==> config.mk <==
export PLATFORM = sky130hd
export DESIGN_NAME = conv_sequencer
export DESIGN_NICKNAME = d
export VERILOG_FILES = /design/src/rtl/conv_pkg.sv /design/src/rtl/conv_addr_gen.sv /design/src/rtl/conv_sequencer.sv
export SDC_FILE = /design/constraint.sdc
export NUM_CORES = 1
export LEC_CHECK = 0
export ABC_CLOCK_PERIOD_IN_PS = 9140
export CORE_ASPECT_RATIO = 1.75
export CORE_MARGIN = 2
export CORE_UTILIZATION = 40
export CTS_CLUSTER_SIZE = 24
export DETAILED_ROUTE_END_ITERATION = 6
export GPL_ROUTABILITY_DRIVEN = 1
export PLACE_DENSITY = 0.58
export SLEW_MARGIN = 5
export SYNTH_ARGS = -nofsm -noshare
export SYNTH_HDL_FRONTEND = slang
export SYNTH_SLANG_ARGS = --single-unit
export TNS_END_PERCENT = 100
==> constraint.sdc <==
create_clock -name clk -period 9.14 [get_ports clk]
set_input_delay 1.828 -clock clk [delete_from_list [all_inputs] [get_ports clk]]
set_output_delay 1.828 -clock clk [all_outputs]
set_load 0.01 [all_outputs]
==> src/rtl/conv_pkg.sv <==
// Shared types and constants for the 3x3 convolution control path.
package conv_pkg;

  typedef enum logic [2:0] {
    IDLE,
    HDR,
    HDR_WAIT,
    MAC,
    DRAIN,
    WRITE,
    DONE
  } state_e;

  localparam int ADDR_W = 12;
  localparam int KERNEL = 3;
  localparam int TAPS   = 9;

  localparam logic [ADDR_W-1:0] HDR_ADDR = 12'd0;
  localparam logic [ADDR_W-1:0] IN_BASE  = 12'd1;

  // Row-major tap number, which is also the weight memory word address.
  function automatic logic [3:0] tapIndex(input logic [1:0] kr, input logic [1:0] kc);
    return 4'(kr) * 4'(KERNEL) + 4'(kc);
  endfunction

endpackage

==> src/rtl/conv_addr_gen.sv <==
// Window/pixel counters for the convolution walk; emits registered input and
// weight read addresses plus the running output index and walk-end flags.
module conv_addr_gen
  import conv_pkg::*;
(
  input  logic              clk,
  input  logic              reset,
  input  logic [4:0]        dim_i,
  input  logic              hdrLoad_i,
  input  logic              start_i,
  input  logic              tapAdv_i,
  input  logic              pixAdv_i,
  output logic [ADDR_W-1:0] in_addr_o,
  output logic [ADDR_W-1:0] w_addr_o,
  output logic [ADDR_W-1:0] outIdx_o,
  output logic              firstTap_o,
  output logic              lastTap_o,
  output logic              lastPixel_o
);

  logic [4:0]        row_q, row_d, col_q, col_d;
  logic [1:0]        kr_q, kr_d, kc_q, kc_d;
  logic [ADDR_W-1:0] inAddr_q, inAddr_d, wAddr_q, wAddr_d;
  logic [4:0]        lastPos, outWidth;

  assign lastPos  = dim_i - 5'd3;
  assign outWidth = dim_i - 5'd2;

  // Addresses are computed from the next counter values so they appear in the
  // same cycle the FSM presents the corresponding tap.
  always_comb begin
    row_d    = row_q;
    col_d    = col_q;
    kr_d     = kr_q;
    kc_d     = kc_q;
    inAddr_d = inAddr_q;
    wAddr_d  = wAddr_q;

    if (start_i) begin
      row_d = '0;
      col_d = '0;
      kr_d  = '0;
      kc_d  = '0;
    end else if (tapAdv_i) begin
      if (kc_q == 2'(KERNEL - 1)) begin
        kc_d = '0;
        kr_d = kr_q + 2'd1;
      end else begin
        kc_d = kc_q + 2'd1;
      end
    end else if (pixAdv_i) begin
      kr_d = '0;
      kc_d = '0;
      if (col_q == lastPos) begin
        col_d = '0;
        row_d = row_q + 5'd1;
      end else begin
        col_d = col_q + 5'd1;
      end
    end

    if (hdrLoad_i) begin
      inAddr_d = HDR_ADDR;
      wAddr_d  = '0;
    end else if (start_i || tapAdv_i || pixAdv_i) begin
      inAddr_d = IN_BASE + (ADDR_W'(row_d) + ADDR_W'(kr_d)) * ADDR_W'(dim_i)
                 + ADDR_W'(col_d) + ADDR_W'(kc_d);
      wAddr_d  = ADDR_W'(tapIndex(kr_d, kc_d));
    end
  end

  always_ff @(posedge clk) begin
    if (reset) begin
      row_q    <= '0;
      col_q    <= '0;
      kr_q     <= '0;
      kc_q     <= '0;
      inAddr_q <= '0;
      wAddr_q  <= '0;
    end else begin
      row_q    <= row_d;
      col_q    <= col_d;
      kr_q     <= kr_d;
      kc_q     <= kc_d;
      inAddr_q <= inAddr_d;
      wAddr_q  <= wAddr_d;
    end
  end

  assign in_addr_o   = inAddr_q;
  assign w_addr_o    = wAddr_q;
  assign outIdx_o    = ADDR_W'(row_q) * ADDR_W'(outWidth) + ADDR_W'(col_q);
  assign firstTap_o  = (kr_q == 2'd0) && (kc_q == 2'd0);
  assign lastTap_o   = tapIndex(kr_q, kc_q) == 4'(TAPS - 1);
  assign lastPixel_o = (row_q == lastPos) && (col_q == lastPos);

endmodule

==> src/rtl/conv_sequencer.sv <==
// Run/busy control FSM for the 3x3 convolution datapath: header fetch, per-pixel
// MAC sequencing and result write. CONV_PERF_EN adds the perf_cycles counter.
module conv_sequencer
  import conv_pkg::*;
#(
  parameter int                MAX_DIM  = 16,
  parameter logic [ADDR_W-1:0] OUT_BASE = 12'h200
) (
  input  logic              clk,
  input  logic              reset,
  input  logic              run,
  output logic              busy,
  input  logic [15:0]       hdr_data,
  output logic [ADDR_W-1:0] in_addr,
  output logic [ADDR_W-1:0] w_addr,
  output logic              mac_clr,
  output logic              mac_en,
  output logic              wr_en,
  output logic [ADDR_W-1:0] wr_addr,
  output logic              err
`ifdef CONV_PERF_EN
  ,
  output logic [15:0]       perf_cycles
`endif
);

  localparam logic [5:0] MaxDimW = 6'(MAX_DIM);

  state_e            state_q, state_d;
  logic [4:0]        dim_q;
  logic              busy_q, macEn_q, macClr_q, wrEn_q, err_q;
  logic [ADDR_W-1:0] wrAddr_q;

  logic [4:0]        hdrDim;
  logic              hdrTooBig, hdrBad, runAccept;
  logic              agStart, agTapAdv, agPixAdv, agHdrLoad;
  logic [ADDR_W-1:0] outIdx;
  logic              firstTap, lastTap, lastPixel;
  logic              unusedHdrBits;

  assign hdrDim        = hdr_data[4:0];
  assign unusedHdrBits = ^hdr_data[15:5];
  assign hdrTooBig     = {1'b0, hdrDim} > MaxDimW;
  assign hdrBad        = hdrTooBig || (hdrDim < 5'd3);
  assign runAccept     = (state_q == IDLE) && run;

  always_comb begin
    state_d = state_q;
    case (state_q)
      IDLE:     if (run) state_d = HDR;
      HDR:      state_d = HDR_WAIT;
      HDR_WAIT: state_d = hdrBad ? DONE : MAC;
      MAC:      if (lastTap) state_d = DRAIN;
      DRAIN:    state_d = WRITE;
      WRITE:    state_d = lastPixel ? DONE : MAC;
      DONE:     state_d = IDLE;
      default:  state_d = IDLE;
    endcase
  end

  assign agHdrLoad = (state_d == HDR);
  assign agStart   = (state_q == HDR_WAIT) && (state_d == MAC);
  assign agTapAdv  = (state_q == MAC) && !lastTap;
  assign agPixAdv  = (state_q == WRITE) && (state_d == MAC);

  conv_addr_gen u_addr_gen (
    .clk        (clk),
    .reset      (reset),
    .dim_i      (dim_q),
    .hdrLoad_i  (agHdrLoad),
    .start_i    (agStart),
    .tapAdv_i   (agTapAdv),
    .pixAdv_i   (agPixAdv),
    .in_addr_o  (in_addr),
    .w_addr_o   (w_addr),
    .outIdx_o   (outIdx),
    .firstTap_o (firstTap),
    .lastTap_o  (lastTap),
    .lastPixel_o(lastPixel)
  );

  // MAC strobes trail the read addresses by one cycle to match SRAM latency.
  always_ff @(posedge clk) begin
    if (reset) begin
      state_q  <= IDLE;
      dim_q    <= '0;
      busy_q   <= 1'b0;
      macEn_q  <= 1'b0;
      macClr_q <= 1'b0;
      wrEn_q   <= 1'b0;
      wrAddr_q <= '0;
      err_q    <= 1'b0;
    end else begin
      state_q  <= state_d;
      busy_q   <= (state_d != IDLE);
      macEn_q  <= (state_q == MAC);
      macClr_q <= (state_q == MAC) && firstTap;
      wrEn_q   <= (state_d == WRITE);
      if (state_d == WRITE) wrAddr_q <= OUT_BASE + outIdx;
      if (state_q == HDR_WAIT) dim_q <= hdrDim;
      if (runAccept) err_q <= 1'b0;
      else if ((state_q == HDR_WAIT) && hdrTooBig) err_q <= 1'b1;
    end
  end

  assign busy    = busy_q;
  assign mac_en  = macEn_q;
  assign mac_clr = macClr_q;
  assign wr_en   = wrEn_q;
  assign wr_addr = wrAddr_q;
  assign err     = err_q;

`ifdef CONV_PERF_EN
  logic [15:0] perf_q;

  always_ff @(posedge clk) begin
    if (reset) begin
      perf_q <= '0;
    end else if (runAccept) begin
      perf_q <= '0;
    end else if (busy_q && (perf_q != 16'hFFFF)) begin
      perf_q <= perf_q + 16'd1;
    end
  end

  assign perf_cycles = perf_q;
`endif

endmodule

==> After elaboration in Yosys (flattened, before gate mapping) <==
Cells that the tools add are included.
{ "classes": {"n_mux": 21, "n_addsub": 14, "multipliers": 4, "n_eq_ne": 12, "reduce_logical": 18, "order_cmp": 2} }
{ "ops": {"columns": ["operator", "n"], "rows": [
  ["$mux 5", 8],
  ["$pmux 3 s6", 1],
  ["$mux 2", 8],
  ["$add 1x12->12 const A", 1],
  ["$add 10x12->12 const A", 1],
  ["$add 12x2->12", 1],
  ["$add 12x5->12", 1],
  ["$mul 12x5->12", 1],
  ["$mux 3", 4],
  ["$add 10x5->11", 1],
  ["$add 5x1->5 const B", 2],
  ["$eq 5x5->1", 2],
  ["$mul 5x5->10", 1],
  ["$sub 5x2->5 const B", 2],
  ["$eq 3x2->1 const B", 3],
  ["$eq 3x3->1 const B", 3],
  ["$add 4x2->4", 2],
  ["$logic_and 1x1->1", 8],
  ["$mul 2x2->4 const B", 2],
  ["$add 5x2->6", 1],
  ["$eq 3x1->1 const B", 2],
  ["$gt 5x5->1 const B", 1],
  ["$lt 5x2->1 const B", 1],
  ["$add 2x1->2 const B", 2],
  ["8 further kinds", 12]
]} }
{ "word_totals": {"out_inout_bits": 41, "word_cells": 85, "ff_bits": 55} }

==> Longest topological paths before layout <==
Gate-level depths: netlist (run 1).
{ "logic_depth": {"word_depth": 15, "depth_mapped": 31} }

==> Hierarchy <==
A second synthesis (run 1) with hierarchy kept.
{ "unflattened": {"hier_cells": 606, "hier_area_um2": 5287.6} }
{ "modules_own_cells": {"columns": ["mod", "cells_per_inst", "area_each_um2", "seq_area_each_um2", "instances"], "rows": [
  ["conv_addr_gen", 505, 4241.6, 600.6, 1],
  ["conv_sequencer", 101, 1046.0, 500.5, 1]
]} }

==> Worst setup path after synthesis (run 1) <==
Ideal clock, no wire load.
{ "synth_timing": {"path_type": "input to register", "from": "in hdr_data[0]", "to": "reg u_addr_gen.inAddr_q[10] (netlist: u_addr_gen.in_addr_o[10])", "setup_time_ns": 0.070, "stages": 23, "slack_ns": 1.751, "n_path_buf": 1, "t_arrival_ns": 7.318, "path_cell_list": "or4_1 > a21oi_1 > nand2_1 > clkbuf_1 > and2_1 > ha_1 > a21oi_1 > nand2_1 > o2111ai_1 > nand2_1 > xor2_1 > nand3_1 > fa_1 > fa_1 > fa_1 > inv_1 > ha_1 > nand2b_1 > a21oi_1 > o41ai_1 > nor4b_1 > o31ai_1 > a21oi_1"} }
{ "synth_between": {"elab_chain_len": 14, "elab_cells_between_ends": 29, "classes_between": "4 x add/sub; 1 x mul; 2 x order compare; 2 x eq/ne; 14 x mux; 6 x reduce/logical"} }
{ "synth_rtl": {"columns": ["element", "line", "rtl"], "rows": [
  ["from (decl)", "conv_sequencer.sv:13", "input logic [15:0] hdr_data,"],
  ["$gt 5x5->1 or $lt 5x2->1 (tied branches)", "conv_sequencer.sv:43, conv_sequencer.sv:44", null],
  ["$logic_or 1x1->1 (*)", "conv_sequencer.sv:44", "assign hdrBad = hdrTooBig || (hdrDim < 5'd3);"],
  ["$mux 3 (*)", "conv_sequencer.sv:52", "HDR_WAIT: state_d = hdrBad ? DONE : MAC;"],
  ["$pmux 3 s6 (*)", "conv_sequencer.sv:49", "case (state_q)"],
  ["$eq 3x2->1 (*)", "conv_sequencer.sv:62, conv_sequencer.sv:64", null],
  ["$logic_and 1x1->1", "conv_sequencer.sv:64", "assign agPixAdv = (state_q == WRITE) && (state_d == MAC);"],
  ["$mux 2", "conv_addr_gen.sv:51", "end else if (pixAdv_i) begin"],
  ["$mux 2", "conv_addr_gen.sv:44", "end else if (tapAdv_i) begin"],
  ["$mux 2 (*)", "conv_addr_gen.sv:39", "if (start_i) begin"],
  ["named net u_addr_gen.kr_d[1]", "conv_addr_gen.sv:22", "logic [1:0] kr_q, kr_d, kc_q, kc_d;"],
  ["$add 5x2->6 (*)", "conv_addr_gen.sv:66", "inAddr_d = IN_BASE + (ADDR_W'(row_d) + ADDR_W'(kr_d)) * ADDR_W'(dim_i)"],
  ["$mul 12x5->12 (*)", "conv_addr_gen.sv:66", null],
  ["$add 1x12->12 (*)", "conv_addr_gen.sv:66", null],
  ["$add 12x5->12 (*)", "conv_addr_gen.sv:67", "+ ADDR_W'(col_d) + ADDR_W'(kc_d);"],
  ["$add 12x2->12 (*)", "conv_addr_gen.sv:67", null],
  ["to (signal assigned)", "conv_addr_gen.sv:85", "inAddr_q <= inAddr_d;"],
  ["to (decl)", "conv_addr_gen.sv:23", "logic [ADDR_W-1:0] inAddr_q, inAddr_d, wAddr_q, wAddr_d;"]
]} }
The timed path passes the listed nets; every way through them passes the cells marked *.
A chain may end at the register's enable or synchronous reset.

==> Worst setup path in the final report (run 1) <==
{ "layout_timing": {"from": "in hdr_data[1]", "to": "reg u_addr_gen.inAddr_q[10] (netlist: u_addr_gen.in_addr_o[10])"} }
{ "layout_between": {"elab_chain_len": 14, "elab_cells_between_ends": 29, "classes_between": "4 x add/sub; 1 x mul; 2 x order compare; 2 x eq/ne; 14 x mux; 6 x reduce/logical"} }
{ "layout_rtl": {"columns": ["element", "line", "rtl"], "rows": [
  ["$gt 5x5->1 or $lt 5x2->1 (tied branches)", "conv_sequencer.sv:43, conv_sequencer.sv:44", null],
  ["$logic_or 1x1->1 (*)", "conv_sequencer.sv:44", null],
  ["$mux 3 (*)", "conv_sequencer.sv:52", null],
  ["$pmux 3 s6 (*)", "conv_sequencer.sv:49", null],
  ["$eq 3x2->1 (*)", "conv_sequencer.sv:62, conv_sequencer.sv:64", null],
  ["$logic_and 1x1->1", "conv_sequencer.sv:64", null],
  ["$mux 5", "conv_addr_gen.sv:51", null],
  ["$mux 5", "conv_addr_gen.sv:44", null],
  ["$mux 5 (*)", "conv_addr_gen.sv:39", null],
  ["named net u_addr_gen.row_d[1]", "conv_addr_gen.sv:21", "logic [4:0] row_q, row_d, col_q, col_d;"],
  ["$add 5x2->6 (*)", "conv_addr_gen.sv:66", null],
  ["$mul 12x5->12 (*)", "conv_addr_gen.sv:66", null],
  ["$add 1x12->12 (*)", "conv_addr_gen.sv:66", null],
  ["$add 12x5->12 (*)", "conv_addr_gen.sv:67", null],
  ["$add 12x2->12 (*)", "conv_addr_gen.sv:67", null]
]} }
Marks and branches as above.

==> results of run 1 <==
==> power groups by stage <==
stage,Sequential [µW],Clock (µW),Combinational [µW]
after floorplan,256,0,51.7
after global placement,262,0,67.0
after detailed placement,262,0,68.1
after CTS,256,211,68.5
after global routing,258,221,75.4
final,257,206,67.5
==> how the worst max path moves through the flow <==
stage	cells after the start	from	endpoint
after CTS	24	hdr_data[1]	u_addr_gen.in_addr_o[10]$_SDFFE_PP0P_
after global placement	23	hdr_data[1]	u_addr_gen.in_addr_o[11]$_SDFFE_PP0P_
after global routing	24	hdr_data[1]	u_addr_gen.in_addr_o[11]$_SDFFE_PP0P_
after detailed placement	24	hdr_data[1]	u_addr_gen.in_addr_o[10]$_SDFFE_PP0P_
final	24	hdr_data[1]	u_addr_gen.in_addr_o[10]$_SDFFE_PP0P_
after floorplan	23	hdr_data[0]	u_addr_gen.in_addr_o[10]$_SDFFE_PP0P_
==> cell families after synthesis <==
group | count (synthesis) | synth area share, %
AND/OR/NAND/NOR | 225 | 22.0
AO/OA/AOI/OAI | 106 | 13.9
adder cells (fa/ha/maj) | 96 | 29.0
buffers and inverters | 89 | 7.39
flip-flops | 55 | 21.6
XOR/XNOR | 28 | 5.35
multiplexers | 3 | 0.614
other | 1 | 0.0736
==> cells in the final DEF (no fill, tap or decap), types with 15 or more instances in the layout <==
| cell type | Yosys | layout |
|---|---|---|
| nand2_1 | 82 | 82 |
| inv_1 | 56 | 56 |
| fa_1 | 37 | 37 |
| ha_1 | 59 | 59 |
| clkdlybuf4s50_1 | 0 | 40 |
| nor2b_1 | 19 | 19 |
| nor2_1 | 44 | 44 |
| xnor2_1 | 19 | 19 |
| and2_1 | 19 | 19 |
| a21oi_1 | 45 | 45 |
| o21ai_0 | 15 | 15 |
| dfxtp_1 | 55 | 55 |
==> flip-flops by register name, indices dropped and copies added, names as in the netlist <==
| name | cells |
|---|---|
| busy | 1 |
| dim_q | 5 |
| err | 1 |
| mac_clr | 1 |
| mac_en | 1 |
| state_q | 3 |
| u_addr_gen.col_q | 5 |
| u_addr_gen.in_addr_o | 12 |
| u_addr_gen.kc_q | 2 |
| u_addr_gen.kr_q | 2 |
| u_addr_gen.row_q | 5 |
| u_addr_gen.w_addr_o | 4 |
| wr_addr | 12 |
| wr_en | 1 |
==> worst max-delay path, cell delays in order <==
cell and delay (ps):
clkdlybuf4s50_1 470, or4_1 550, a21oi_1 250, and2_1 390, nor2_1 150, ha_1 310
a21oi_1 420, nand2_1 110, o2111ai_1 120, nand2_1 90, xor2_1 380, nand3_1 160
fa_1 570, fa_1 460, fa_1 550, inv_1 40, ha_1 320, nand2b_1 80
a21oi_1 80, o41ai_1 280, buf_4 190, nor4b_1 240, o31ai_1 130, a21oi_1 150
==> layout make-up <==
cell class	instances	area share (%)
timing repair buffer	46	7.73
clock inverter	3	0.478
inverter	56	3.65
tap	168	3.65
clock buffer	5	2.17
sequential	55	19.1
multi-input combinational	466	63.2
==> metal layers <==
layer	GRT usage (%)	vias to the layer above	share of wire [%]
li1	-	2030	-
met1	18.3	1973	37
met2	34.8	65	58
met3	2.32	20	2.2
met4	6.04	0	2.4
met5	0	-	0
==> through the flow <==
step | instances | util [%]
detailed placement | 791 | 45.1
floorplan | 610 | -
global route | 799 | 46.3
finish | 799 | 46.3
global placement | 791 | 45.1
CTS | 799 | 46.3
==> results.toml, run 1 <==
[status]
status = "finished, final reports clean"

[logic_synthesis]
synth_cell_types = 60
yosysTopAreaCell = "dfxtp_1"
synth_edf_count = 0
async_reset_ff_share_pct = 0
yosysSeqAreaShare_pct = 21.6
yosysWarnings = 0
syn_area_mm2 = 0.00509
yosys-top-cells-area = "dfxtp_1, fa_1, ha_1"
synth_ff_type = "dfxtp_1"
synthTopCellsByCount = "nand2_1, ha_1, inv_1"
syn_inst = 603
yosys_register_bits = 55
synth.top_cell.area_share_pct = 21.6
post-synth-top-count-cell = "nand2_1"
syn_avg_cell_area_um2 = 8.45

[clock_tree]
cts_tree = "yes"
ctsLongestPathBuffers = 2
cts-root-buf = "clkbuf_16"
clkTransAtPathRegs_ps = 80
clkSinkCount = 55
cts_hold_buffers = 0
htree_num_levels = 2
cts_setup_buffers = 0
cts_resized = 0
clk-insertion-delay-late_ps = 310
numCtsBuffers = 5

[critical_path]
crit_type = "input port to flip-flop"
crit_required_ps = 9370
r2r-start = "dim_q[2]$_SDFFE_PP0N_"
rrSetupSlack_ps = 1260
crit_fanout = 6
end_kind = "flip-flop"
reg2reg_to = "u_addr_gen.in_addr_o[10]$_SDFFE_PP0P_"
critPathLaunchType = "input port"
cp.arrival_ps = 8320
rr_worst_depth = 27

[detailed_routing]
vias = 4088
wire_per_inst_um = 14.2
firstDrtPassIters = 4
drtAntennaViolNets = 0
viasPerCell = 5.12
route.detailed.drc = 0
dr.first_iter.drc_count = 147
routed_wl_mm = 11.4

[grt]
antenna_found_initial = 0
grt_pass1_wl_mm = 19.4
grt_max_degree = 29
overflow = 0
grtUsageTotal_pct = 17.8
grt_pass1_vias = 4247

[sta]
relSlewSlack_pct = 51.9
clock_skew_ps = 9.66
fmax_ghz = 0.124
fin_hold_ws_ps = 452
setup_slack_ps = 1050
worst_pin_slew_ps = 721
setup_violations = 0
hold_viol_final = 0
rsz0062_at_grt = "no"
fin_crit_ps = 8090
setup-tns-final_ps = 0
final-max-slew-violation-count = 0
fin_crit_sh_pct = 88.5

[pwr]
power.switching_uw = 154
max-vdd-ir-drop_uv = 75.0
internal-power_uw = 376
p_leak_uw = 0.00256
p_total_uw = 530
comb_power_share_pct = 12.7
power.density_mw_per_mm2 = 92.0
swShare_pct = 29.1
pwr-share-clk_pct = 38.9
seqPwrFrac_pct = 48.4

[place]
dp_slack_ps = 774
portBuffers = 40
place.gp.congestion = 0.900
place_area_mm2 = 0.00561
hpwl_mm = 9.16

[die]
core.rowCount = 54
dieArea_mm2 = 0.0137
dieWidth_um = 89.3
initial_core_util_pct = 41.0
ios = 60
die_h_um = 153
core-area_mm2 = 0.0124

[hold_path]
hold_depth = 2
whs_endpoint = "wr_addr[8]$_SDFFE_PP0P_"
hold_class = "flip-flop to flip-flop"
worstHoldStart = "wr_addr[8]$_SDFFE_PP0P_"

[final_layout]
insertedDiodeCount = 0
seq_area_mm2 = 0.00110
drive_gt1_share_pct = 4.60
layout.nets = 745
multi_input_area_mm2 = 0.00364
design_area_mm2 = 0.00576
fill_cells = 1250
syn_to_final_growth_pct = 13.1

[job]
drv_cap = 0
Note: power is estimated with default switching activity, not from simulation.
==> inputs of run 2 (changes only) <==
==> constraint.sdc (replaced) <==
create_clock -name clk -period 9.14 [get_ports clk]
set_input_delay 1.828 -clock clk [delete_from_list [all_inputs] [get_ports clk]]
set_output_delay 1.828 -clock clk [all_outputs]
set_load 0.005 [all_outputs]
==> results of run 2 <==
Same layout as run 1 (identical final DEF). Status: finished, final reports clean.
Main changes from that run: total power 530 µW -> 528 µW
==> inputs of run 3 (changes only) <==
Settings changed: CORE_UTILIZATION 40 to 58, PLACE_DENSITY 0.58 to 0.8.
==> run 3 against run 2 <==
Compared with the run above: worst setup slack got worse by 160 ps; routed wire length fell by 1.8%; register-to-register slack got worse by 160 ps; non-clock buffer count fell by 2; sequential share of layout area rose by 0.28 points; power fell by 1.5%; critical path depth did not move; clock-buffer cell count did not move; cell count fell by 6.6%; global-route usage rose by 7.0 points; critical path type unchanged; largest cell class unchanged; highest routed layer unchanged.
==> results.toml, run 3 (synthesis gave the netlist of run 1 again) <==
[status]
status = "finished, final reports clean"

[sta]
fin_crit_sh_pct = 90.2
rsz0062_at_grt = "no"
fin_hold_ws_ps = 455
hold_viol_final = 0
setup_violations = 0
worst_pin_slew_ps = 717
fin_crit_ps = 8250
setup-tns-final_ps = 0
clock_skew_ps = 6.27
relSlewSlack_pct = 52.2
fmax_ghz = 0.121
final-max-slew-violation-count = 0

[job]
drv_cap = 0

[critical_path]
rrSetupSlack_ps = 1100
rr_worst_depth = 28
crit_type = "input port to flip-flop"
cp.arrival_ps = 8470
reg2reg_to = "u_addr_gen.in_addr_o[10]$_SDFFE_PP0P_"
crit_fanout = 6
r2r-start = "u_addr_gen.kr_q[0]$_SDFF_PP0_"
critPathTopFamily = "adder cells"
crit_chain = "clkdlybuf4s50_1 -> or4_1 -> a21oi_1 -> and2_1 -> nor2_1 -> ha_1 -> a21oi_1 -> nand2_1 -> o2111ai_1 -> nand2_1 -> xor2_1 -> nand3_1 -> fa_1 -> inv_1 -> ha_1 -> fa_1 -> ha_1 -> a21oi_1 -> nand2b_1 -> a21oi_1 -> o41ai_1 -> nor4b_1 -> o31ai_1 -> a21oi_1"
crit_buf_inv = 2
max_stage_delay_ps = 580
crit_required_ps = 9370
crit_top_cell = "a21oi_1"
crit_path_top_delay_cell = "o41ai_1"
end_kind = "flip-flop"
critPathLaunchType = "input port"

[hold_path]
hold_depth = 2
whs_endpoint = "u_addr_gen.w_addr_o[0]$_SDFFE_PP0P_"
hold_class = "flip-flop to flip-flop"
worstHoldStart = "u_addr_gen.w_addr_o[0]$_SDFFE_PP0P_"

[grt]
grt_pass1_vias = 4331
overflow = 0
grt_pass1_wl_mm = 18.8
grt_max_degree = 29
grtUsageTotal_pct = 24.8
antenna_found_initial = 0

[clock_tree]
cts_tree = "yes"
numCtsBuffers = 5
clkSinkCount = 55
clkTransAtPathRegs_ps = 70
clk-insertion-delay-late_ps = 300
cts-root-buf = "clkbuf_16"
cts_setup_buffers = 0
htree_num_levels = 2
cts_resized = 0
cts_hold_buffers = 0
ctsLongestPathBuffers = 2

[pwr]
p_total_uw = 520
p_leak_uw = 0.00256
max-vdd-ir-drop_uv = 89.5
power.density_mw_per_mm2 = 91.6

[die]
core-area_mm2 = 0.00861
ios = 60
core.rowCount = 45
dieWidth_um = 74.8
die_h_um = 128
dieArea_mm2 = 0.00958
initial_core_util_pct = 59.1

[final_layout]
layout.nets = 743
drive_gt1_share_pct = 4.29
insertedDiodeCount = 0
syn_to_final_growth_pct = 11.5
final_cell_mix = "nand2_1, ha_1, inv_1"
design_area_mm2 = 0.00568
final_cells = 746
layout_commonest_cell = "nand2_1"

[place]
place.gp.congestion = 0.905
hpwl_mm = 8.69
dp.cells = 738
place_area_mm2 = 0.00553
portBuffers = 40

[detailed_routing]
drtAntennaViolNets = 0
dr.first_iter.drc_count = 182
routed_wl_mm = 11.2
wire_per_inst_um = 15.0
firstDrtPassIters = 4
route.detailed.drc = 0
viasPerCell = 5.63
vias = 4200
run 3: power by group:
part	leakage [µW]	internal, µW	switching (µW)
combinational	0.00204	25.5	38.7
sequential	0.000445	246	12.3
clock	0.0000717	103	94.6
total	0.00256	374	146
run 3: layer usage:
metal  track usage, %  vias up  wire length [µm]
li1                 -     2029                 -
met1             26.0     2038              4070
met2             47.6      102              6390
met3             2.52       31               314
met4             10.2        0               385
met5                0        -                 0
run 3: cell type report:
cell class | count | area (µm²)
clock buffers | 5 | 125
clock inverters | 3 | 23.8
fillers | 746 | 2940
inverters | 56 | 210
multi-input cells | 466 | 3640
flip-flops and latches | 55 | 1100
well taps | 117 | 146
repair buffers | 44 | 430
run 3: worst reg2reg max path: cells and delay by family (launching register included):
family | cells | cell delay (ps)
buffers and inverters | 2 | 110
and+or+nand+nor | 9 | 2160
DFF | 1 | 440
adders and majority gates | 8 | 3010
AOI/OAI and AO/OA | 8 | 1890
xor gates and xnor gates | 1 | 370
run 3: worst max-delay path by stage:
stage               depth (start not counted)  slack (ps)                                    end   startpoint
floorplan                                  23        1750  u_addr_gen.in_addr_o[10]$_SDFFE_PP0P_  hdr_data[0]
global placement                           24         820  u_addr_gen.in_addr_o[10]$_SDFFE_PP0P_  hdr_data[1]
detailed placement                         24         680  u_addr_gen.in_addr_o[10]$_SDFFE_PP0P_  hdr_data[0]
CTS                                        24         930  u_addr_gen.in_addr_o[10]$_SDFFE_PP0P_  hdr_data[1]
global route                               24         460  u_addr_gen.in_addr_o[10]$_SDFFE_PP0P_  hdr_data[1]
finish                                     24         890  u_addr_gen.in_addr_o[10]$_SDFFE_PP0P_  hdr_data[1]
run 3: through the flow:
stage / worst slack (ps) / utilization, %
2_1_floorplan: 1750 / -
3_3_place_gp: 823 / 64.2
3_5_place_dp: 681 / 64.2
4_1_cts: 930 / 65.9
5_1_grt: 462 / 65.9
6_report: 893 / 65.9
